--- config.mk ---
export PLATFORM = sky130hd
export DESIGN_NAME = pc_gen_ras_flat
export DESIGN_NICKNAME = d
export VERILOG_FILES = /design/src/rtl/pc_gen_ras_if.sv /design/src/rtl/pc_gen_ras.sv /design/src/flat_wrapper.sv
export SDC_FILE = /design/constraint.sdc
export NUM_CORES = 1
export LEC_CHECK = 0
export CAP_MARGIN = 20
export CORE_MARGIN = 4
export CORE_UTILIZATION = 40
export CTS_BUF_LIST = sky130_fd_sc_hd__clkbuf_2
export CTS_CLUSTER_SIZE = 12
export DETAILED_ROUTE_END_ITERATION = 12
export PLACE_DENSITY = 0.59
export SYNTH_ARGS = -nofsm -noshare
export SYNTH_HDL_FRONTEND = slang
export SYNTH_SLANG_ARGS = --single-unit
--- constraint.sdc ---
create_clock -name clk -period 7.3 [get_ports clk]
set_input_delay 0.73 -clock clk [delete_from_list [all_inputs] [get_ports clk]]
set_output_delay 0.73 -clock clk [all_outputs]
set_load 0.01 [all_outputs]
--- src/rtl/pc_gen_ras_if.sv ---
// Front-end control bundle between the issue logic (master) and the PC generator (slave).
// Carries next-PC selection inputs plus registered PC, RAS status, trap and trace event outputs.
interface pc_gen_ras_if #(
    parameter int XLEN      = 32,
    parameter int RAS_DEPTH = 8
);
    localparam int CW = $clog2(RAS_DEPTH) + 1;

    logic            stall;
    logic [1:0]      jump;
    logic            br_taken;
    logic [XLEN-1:0] imm;
    logic [XLEN-1:0] alu_result;
    logic [4:0]      rd;
    logic [4:0]      rs1;

    logic [XLEN-1:0] pc;
    logic [CW-1:0]   ras_count;
    logic            misalign;
    logic [XLEN-1:0] misalign_addr;
    logic            call_evt;
    logic            ret_evt;
    logic            ret_hit;
    logic            ras_underflow;
    logic [XLEN-1:0] evt_pc;
    logic [XLEN-1:0] evt_target;

    modport master (
        output stall, jump, br_taken, imm, alu_result, rd, rs1,
        input  pc, ras_count, misalign, misalign_addr, call_evt, ret_evt,
               ret_hit, ras_underflow, evt_pc, evt_target
    );

    modport slave (
        input  stall, jump, br_taken, imm, alu_result, rd, rs1,
        output pc, ras_count, misalign, misalign_addr, call_evt, ret_evt,
               ret_hit, ras_underflow, evt_pc, evt_target
    );
endinterface

--- src/rtl/pc_gen_ras.sv ---
// Next-PC generator with circular return-address stack and registered call/return trace events.
// Latency 1 cycle from inputs to pc/events; stall freezes all state and suppresses every pulse.
module pc_gen_ras #(
    parameter int              XLEN      = 32,
    parameter logic [XLEN-1:0] RESET_PC  = 32'h8000_0000,
    parameter int              RAS_DEPTH = 8
) (
    input  logic        clk,
    input  logic        rst,
    pc_gen_ras_if.slave bus
);
    localparam int PW = $clog2(RAS_DEPTH);
    localparam int CW = PW + 1;

    typedef enum logic [1:0] {
        J_SEQ  = 2'b00,
        J_JAL  = 2'b01,
        J_JALR = 2'b10,
        J_BR   = 2'b11
    } jump_e;

    typedef struct packed {
        logic [XLEN-1:0] pc;
        logic [XLEN-1:0] target;
    } evt_t;

    logic [XLEN-1:0] pc_q;
    logic [PW-1:0]   ptr_q;
    logic [CW-1:0]   count_q;
    logic [XLEN-1:0] ras_mem [RAS_DEPTH];

    logic            misalign_q;
    logic [XLEN-1:0] misalign_addr_q;
    logic            call_q;
    logic            ret_q;
    logic            hit_q;
    logic            under_q;
    evt_t            evt_q;

    logic [XLEN-1:0] seq_pc;
    logic [XLEN-1:0] rel_pc;
    logic [XLEN-1:0] target;
    logic [XLEN-1:0] ras_top;
    logic [PW-1:0]   top_ptr;
    logic            taken;
    logic            misaligned;
    logic            is_call;
    logic            is_ret;
    logic            do_push;
    logic            do_ret;
    logic            ras_full;
    jump_e           jsel;

    always_comb begin
        jsel    = jump_e'(bus.jump);
        seq_pc  = pc_q + XLEN'(4);
        rel_pc  = pc_q + bus.imm;
        target  = seq_pc;
        taken   = 1'b0;
        case (jsel)
            J_SEQ:  begin target = seq_pc;                         taken = 1'b0;         end
            J_JAL:  begin target = rel_pc;                         taken = 1'b1;         end
            J_JALR: begin target = bus.alu_result & ~XLEN'(1);     taken = 1'b1;         end
            J_BR:   begin target = bus.br_taken ? rel_pc : seq_pc; taken = bus.br_taken; end
            default: begin target = seq_pc;                        taken = 1'b0;         end
        endcase
        misaligned = taken && (target[1:0] != 2'b00);

        // rd==1 takes priority, so a JALR with rd==1 and rs1==1 is only a call
        is_call  = ((jsel == J_JAL) || (jsel == J_JALR)) && (bus.rd == 5'd1);
        is_ret   = (jsel == J_JALR) && (bus.rd == 5'd0) && (bus.rs1 == 5'd1);
        do_push  = !bus.stall && !misaligned && is_call;
        do_ret   = !bus.stall && !misaligned && is_ret;

        top_ptr  = ptr_q - PW'(1);
        ras_top  = ras_mem[top_ptr];
        ras_full = (count_q == CW'(RAS_DEPTH));
    end

    // Entries carry no reset; validity is tracked entirely by count_q.
    always_ff @(posedge clk) begin
        if (do_push) begin
            ras_mem[ptr_q] <= seq_pc;
        end
    end

    always_ff @(posedge clk) begin
        if (rst) begin
            pc_q            <= RESET_PC;
            ptr_q           <= '0;
            count_q         <= '0;
            misalign_q      <= 1'b0;
            misalign_addr_q <= '0;
            call_q          <= 1'b0;
            ret_q           <= 1'b0;
            hit_q           <= 1'b0;
            under_q         <= 1'b0;
            evt_q           <= '0;
        end else begin
            misalign_q <= 1'b0;
            call_q     <= 1'b0;
            ret_q      <= 1'b0;
            hit_q      <= 1'b0;
            under_q    <= 1'b0;
            if (!bus.stall) begin
                if (misaligned) begin
                    misalign_q      <= 1'b1;
                    misalign_addr_q <= target;
                end else begin
                    pc_q <= target;
                    if (do_push) begin
                        // A full stack wraps and silently overwrites its oldest entry.
                        ptr_q  <= ptr_q + PW'(1);
                        call_q <= 1'b1;
                        evt_q  <= '{pc: pc_q, target: target};
                        if (!ras_full) begin
                            count_q <= count_q + CW'(1);
                        end
                    end else if (do_ret) begin
                        ret_q <= 1'b1;
                        evt_q <= '{pc: pc_q, target: target};
                        if (count_q != '0) begin
                            ptr_q   <= top_ptr;
                            count_q <= count_q - CW'(1);
                            hit_q   <= (ras_top == target);
                        end else begin
                            under_q <= 1'b1;
                        end
                    end
                end
            end
        end
    end

    assign bus.pc            = pc_q;
    assign bus.ras_count     = count_q;
    assign bus.misalign      = misalign_q;
    assign bus.misalign_addr = misalign_addr_q;
    assign bus.call_evt      = call_q;
    assign bus.ret_evt       = ret_q;
    assign bus.ret_hit       = hit_q;
    assign bus.ras_underflow = under_q;
    assign bus.evt_pc        = evt_q.pc;
    assign bus.evt_target    = evt_q.target;
endmodule

--- src/flat_wrapper.sv ---
// flat-port wrapper written by rule: the top's interface ports become plain ports
module pc_gen_ras_flat 
#(
    parameter int              XLEN      = 32,
    parameter logic [XLEN-1:0] RESET_PC  = 32'h8000_0000,
    parameter int              RAS_DEPTH = 8
)
  (clk, rst, bus_stall, bus_jump, bus_br_taken, bus_imm, bus_alu_result, bus_rd, bus_rs1, bus_pc, bus_ras_count, bus_misalign, bus_misalign_addr, bus_call_evt, bus_ret_evt, bus_ret_hit, bus_ras_underflow, bus_evt_pc, bus_evt_target);
  pc_gen_ras_if #(.XLEN(XLEN), .RAS_DEPTH(RAS_DEPTH)) bus_i ();
  input  logic clk;
  input  logic rst;
  input wire logic [$bits(bus_i.stall)-1:0] bus_stall;
  input wire logic [$bits(bus_i.jump)-1:0] bus_jump;
  input wire logic [$bits(bus_i.br_taken)-1:0] bus_br_taken;
  input wire logic [$bits(bus_i.imm)-1:0] bus_imm;
  input wire logic [$bits(bus_i.alu_result)-1:0] bus_alu_result;
  input wire logic [$bits(bus_i.rd)-1:0] bus_rd;
  input wire logic [$bits(bus_i.rs1)-1:0] bus_rs1;
  output wire logic [$bits(bus_i.pc)-1:0] bus_pc;
  output wire logic [$bits(bus_i.ras_count)-1:0] bus_ras_count;
  output wire logic [$bits(bus_i.misalign)-1:0] bus_misalign;
  output wire logic [$bits(bus_i.misalign_addr)-1:0] bus_misalign_addr;
  output wire logic [$bits(bus_i.call_evt)-1:0] bus_call_evt;
  output wire logic [$bits(bus_i.ret_evt)-1:0] bus_ret_evt;
  output wire logic [$bits(bus_i.ret_hit)-1:0] bus_ret_hit;
  output wire logic [$bits(bus_i.ras_underflow)-1:0] bus_ras_underflow;
  output wire logic [$bits(bus_i.evt_pc)-1:0] bus_evt_pc;
  output wire logic [$bits(bus_i.evt_target)-1:0] bus_evt_target;
  assign bus_i.stall = bus_stall;
  assign bus_i.jump = bus_jump;
  assign bus_i.br_taken = bus_br_taken;
  assign bus_i.imm = bus_imm;
  assign bus_i.alu_result = bus_alu_result;
  assign bus_i.rd = bus_rd;
  assign bus_i.rs1 = bus_rs1;
  assign bus_pc = bus_i.pc;
  assign bus_ras_count = bus_i.ras_count;
  assign bus_misalign = bus_i.misalign;
  assign bus_misalign_addr = bus_i.misalign_addr;
  assign bus_call_evt = bus_i.call_evt;
  assign bus_ret_evt = bus_i.ret_evt;
  assign bus_ret_hit = bus_i.ret_hit;
  assign bus_ras_underflow = bus_i.ras_underflow;
  assign bus_evt_pc = bus_i.evt_pc;
  assign bus_evt_target = bus_i.evt_target;
  pc_gen_ras #(.XLEN(XLEN), .RESET_PC(RESET_PC), .RAS_DEPTH(RAS_DEPTH)) u_core (.clk(clk), .rst(rst), .bus(bus_i));
endmodule
==> metrics <==
type of origin of the critical path=flip-flop; initial antenna violation count=4; Via density=5.64; largest net degree at the start of global routing=90; CTS sink cnt=396; fillers=4139; CORE AREA=45700 sq um; pwr/cell area=214 nW/um^2; First DRT Iteration DRCs=1147; Final nets=1880; Final Skew=0.0723 ns; CTS resizes=0; Initial Util=0.407; post-CTS setup buffers=0; Tot Pwr=4730 uW; DPL Wire Length=41200 um; Die H=224 um; YS warnings=0; crit path DAT=6.17 ns; number of synthesized flops with an enable pin=256; Final Hold Viols=0; r2r worst-path depth=13; Ports=217; DRC Markers=0; Avg Cell Area, Syn=12.2 sq um; VDD IR max=118 uV; Fin Setup TNS=0 ns; RSZ-0062 raised after global routing=false; placed cell count=2257; Combinational Power Share=0.167; Reg clk slew, reported paths=0.12 ns; CTS H-tree depth=3; top sig layer=met5; Hold WS=0.281 ns; router iterations before antenna repair=5; ratio of cells with drive above 1 in the final layout=0.161; CP startpoint=u_core.ptr_q[0]; Worst R2R Start=u_core.ptr_q[0]; cell area after synthesis=18600 sq um; min Tclk post-route=5.23 ns; Worst-Margin Slew=1.12 ns; GRT overflow=0; met2 WL=26800 um; Sw Share=0.306; status=completed; die span in x=224 um; worst-path fanout max=51; Max Buffers Root-to-Sink=3; total track usage=0.225; required time worst endpoint=8.24 ns; post-synthesis cell type count=92; max-cap violations=0; hold buffer count at CTS=0; CTS tree=built; met1 wire length=25800 um; min-delay worst type=input pin to flip-flop; via count=13.7k; syn_nets=1640; clock share of power=0.302; DIE AREA=50000 sq um; r2r endpoint=u_core.bus.ret_hit; fmax=191 MHz; drt wl/cell=23.9 um; WS Path Type=flip-flop to flip-flop; GPL Wtd Cong=0.950; clk root buf=clkbuf_2; standard-cell rows=78; Gate Count Post-Synth=1518; R2R setup slack=2.07 ns; Final Cycle Share=0.717; metal3 WL=3780 um; vias in the first global route=13.2k; Finish-stage setup viols=0; register area share after synthesis=0.565; final cell count without fillers=2435; first-pass GRT wire length=85100 um; endpoint type of the worst setup path=flip-flop; # port buffers=215; area delta synth->final=19.1%; CTS Buf Count=98; worst-skew pair later-pin latency=1.03 ns; Seq cells post-synth=396; Async SR Flop Fraction=0; switching power=1450 uW; Leak Pwr=0.00767 uW; Seq pwr share=0.531; final wirelength=58200 um; worst rel slew slack=0.255; ys flop type=edfxtp_1; Slew Limit Fails=0; P_int=3290 uW; final antenna-violating net count=0; Worst Setup EP=u_core.bus.ret_hit
## power groups by stage
| stage | sequential [uW] | combinational, uW | clock [uW] |
|---|---|---|---|
| final | 2510 | 790 | 1430 |
| after global routing | 2520 | 846 | 1610 |
| after CTS | 2510 | 782 | 1490 |
| after detailed placement | 2560 | 778 | 0 |
| after global placement | 2560 | 773 | 0 |
| after floorplan | 2550 | 455 | 0 |
## critical path, cell delays in order (launching register included)
cell	delay (ns)
dfxtp_4	0.83
inv_1	0.31
ha_2	0.67
buf_4	0.69
mux4_2	0.35
mux2_2	0.23
nor2_1	0.08
a31oi_1	0.39
and4bb_1	0.25
nand4_1	0.10
nor4_1	0.30
nand4_1	0.27
a2111oi_2	0.35
o2111a_1	0.22
## per-layer routing
metal | up-vias | GRT usage
met2 | 508 | 0.344
met1 | 6809 | 0.322
met5 | - | 0
li1 | 6314 | -
met4 | 2 | 0.0772
met3 | 92 | 0.0470
## worst min-delay path by stage
stage / from / cells past startpoint / to / slack (ns)
floorplan: u_core.bus.evt_pc[7] / 2 / u_core.bus.evt_pc[7] / 0.48
global placement: u_core.bus.evt_pc[14] / 2 / u_core.bus.evt_pc[14] / 0.44
detailed placement: u_core.bus.evt_pc[14] / 2 / u_core.bus.evt_pc[14] / 0.45
CTS: rst / 2 / u_core.ptr_q[1] / 0.15
global route: rst / 2 / u_core.ptr_q[0] / 0.17
finish: rst / 2 / u_core.ptr_q[1] / 0.28
## sequential cells by signal, summed over array words and instances (netlist names)
signal / cells
u_core.bus.call_evt: 1
u_core.bus.evt_pc: 32
u_core.bus.evt_target: 32
u_core.bus.misalign: 1
u_core.bus.misalign_addr: 32
u_core.bus.pc: 32
u_core.bus.ras_count: 4
u_core.bus.ras_underflow: 1
u_core.bus.ret_evt: 1
u_core.bus.ret_hit: 1
u_core.ptr_q: 3
u_core.ras_mem: 256
## layout by cell type (no fill, tap or decap), types with 5 or more instances in the layout
cell type          n
nor4_1             8
xnor2_1           39
a21oi_1           89
or2_2              5
ha_1              39
inv_1             27
and3_1            11
o31ai_1            6
mux2i_1           37
o21ai_0           32
clkdlybuf4s50_1  214
mux4_2            56
mux4_1             8
dfxtp_1          139
xor2_1            32
buf_4             25
nand4_1           17
diode_2            5
nor2_1           160
a22o_1             7
nand2_1          126
a222oi_1           8
clkbuf_2         148
a22oi_1           11
a211oi_1          82
a21o_1             8
a31oi_1            9
nand3_1           29
nand2b_1          10
edfxtp_1         256
o21bai_1           5
mux2_2             7
and4_1             6
and2_1             5
clkinv_1          15
nor3_1            33
## kinds of logic (layout without fill, tap and decap cells)
family / count (synthesis) / after routing / synth area share
simple gates: 451 / 451 / 0.113
buf+inv: 128 / 440 / 0.0330
fa+ha+maj: 42 / 42 / 0.0291
flops: 396 / 396 / 0.565
xor+xnor: 72 / 72 / 0.0349
other cells: 0 / 5 / 0
compound gates: 321 / 321 / 0.122
mux: 108 / 108 / 0.103
## Yosys cell counts (all sizes together) (6+ instances only)
cell type	instances	share of area
o21ai	34	0.0094
nand2b	10	0.0034
ha	40	0.027
nor2	166	0.034
dfxtp	140	0.15
mux2	7	0.0042
a211oi	84	0.035
a21o	8	0.0032
a22oi	12	0.0051
buf	49	0.017
a21oi	92	0.025
or2	6	0.0020
nor3	37	0.010
and4	6	0.0028
nand3	31	0.0089
mux4	64	0.079
nor2b	7	0.0029
clkbuf	51	0.010
edfxtp	256	0.41
nor4	11	0.0040
o31ai	6	0.0024
nand4	19	0.0071
a31oi	9	0.0030
a22o	7	0.0033
inv	28	0.0057
xnor2	39	0.018
mux2i	37	0.020
and2	7	0.0026
a222oi	8	0.0043
nand2	127	0.026
xor2	33	0.017
and3	11	0.0037
## final cells by class
cell class	count	area [sq um]	area share
clock inverter	24	119	0.00537
multi-input combinational	994	7550	0.341
inverter	28	105	0.00475
tap	600	751	0.0339
antenna	5	12.5	0.000566
clock buffer	148	741	0.0335
timing repair buffer	240	2350	0.106
sequential	396	10500	0.474
## through the flow
step / utilization / instance area [sq um] / setup slack (ns)
after floorplan: - / 18600 / 1.19
after global placement: 0.465 / 21200 / 1.68
after detailed placement: 0.465 / 21200 / 1.62
after CTS: 0.484 / 22100 / 2.12
after global routing: 0.484 / 22100 / 1.65
final: 0.484 / 22100 / 2.07
No activity file was read; power rests on OpenSTA's default activity.
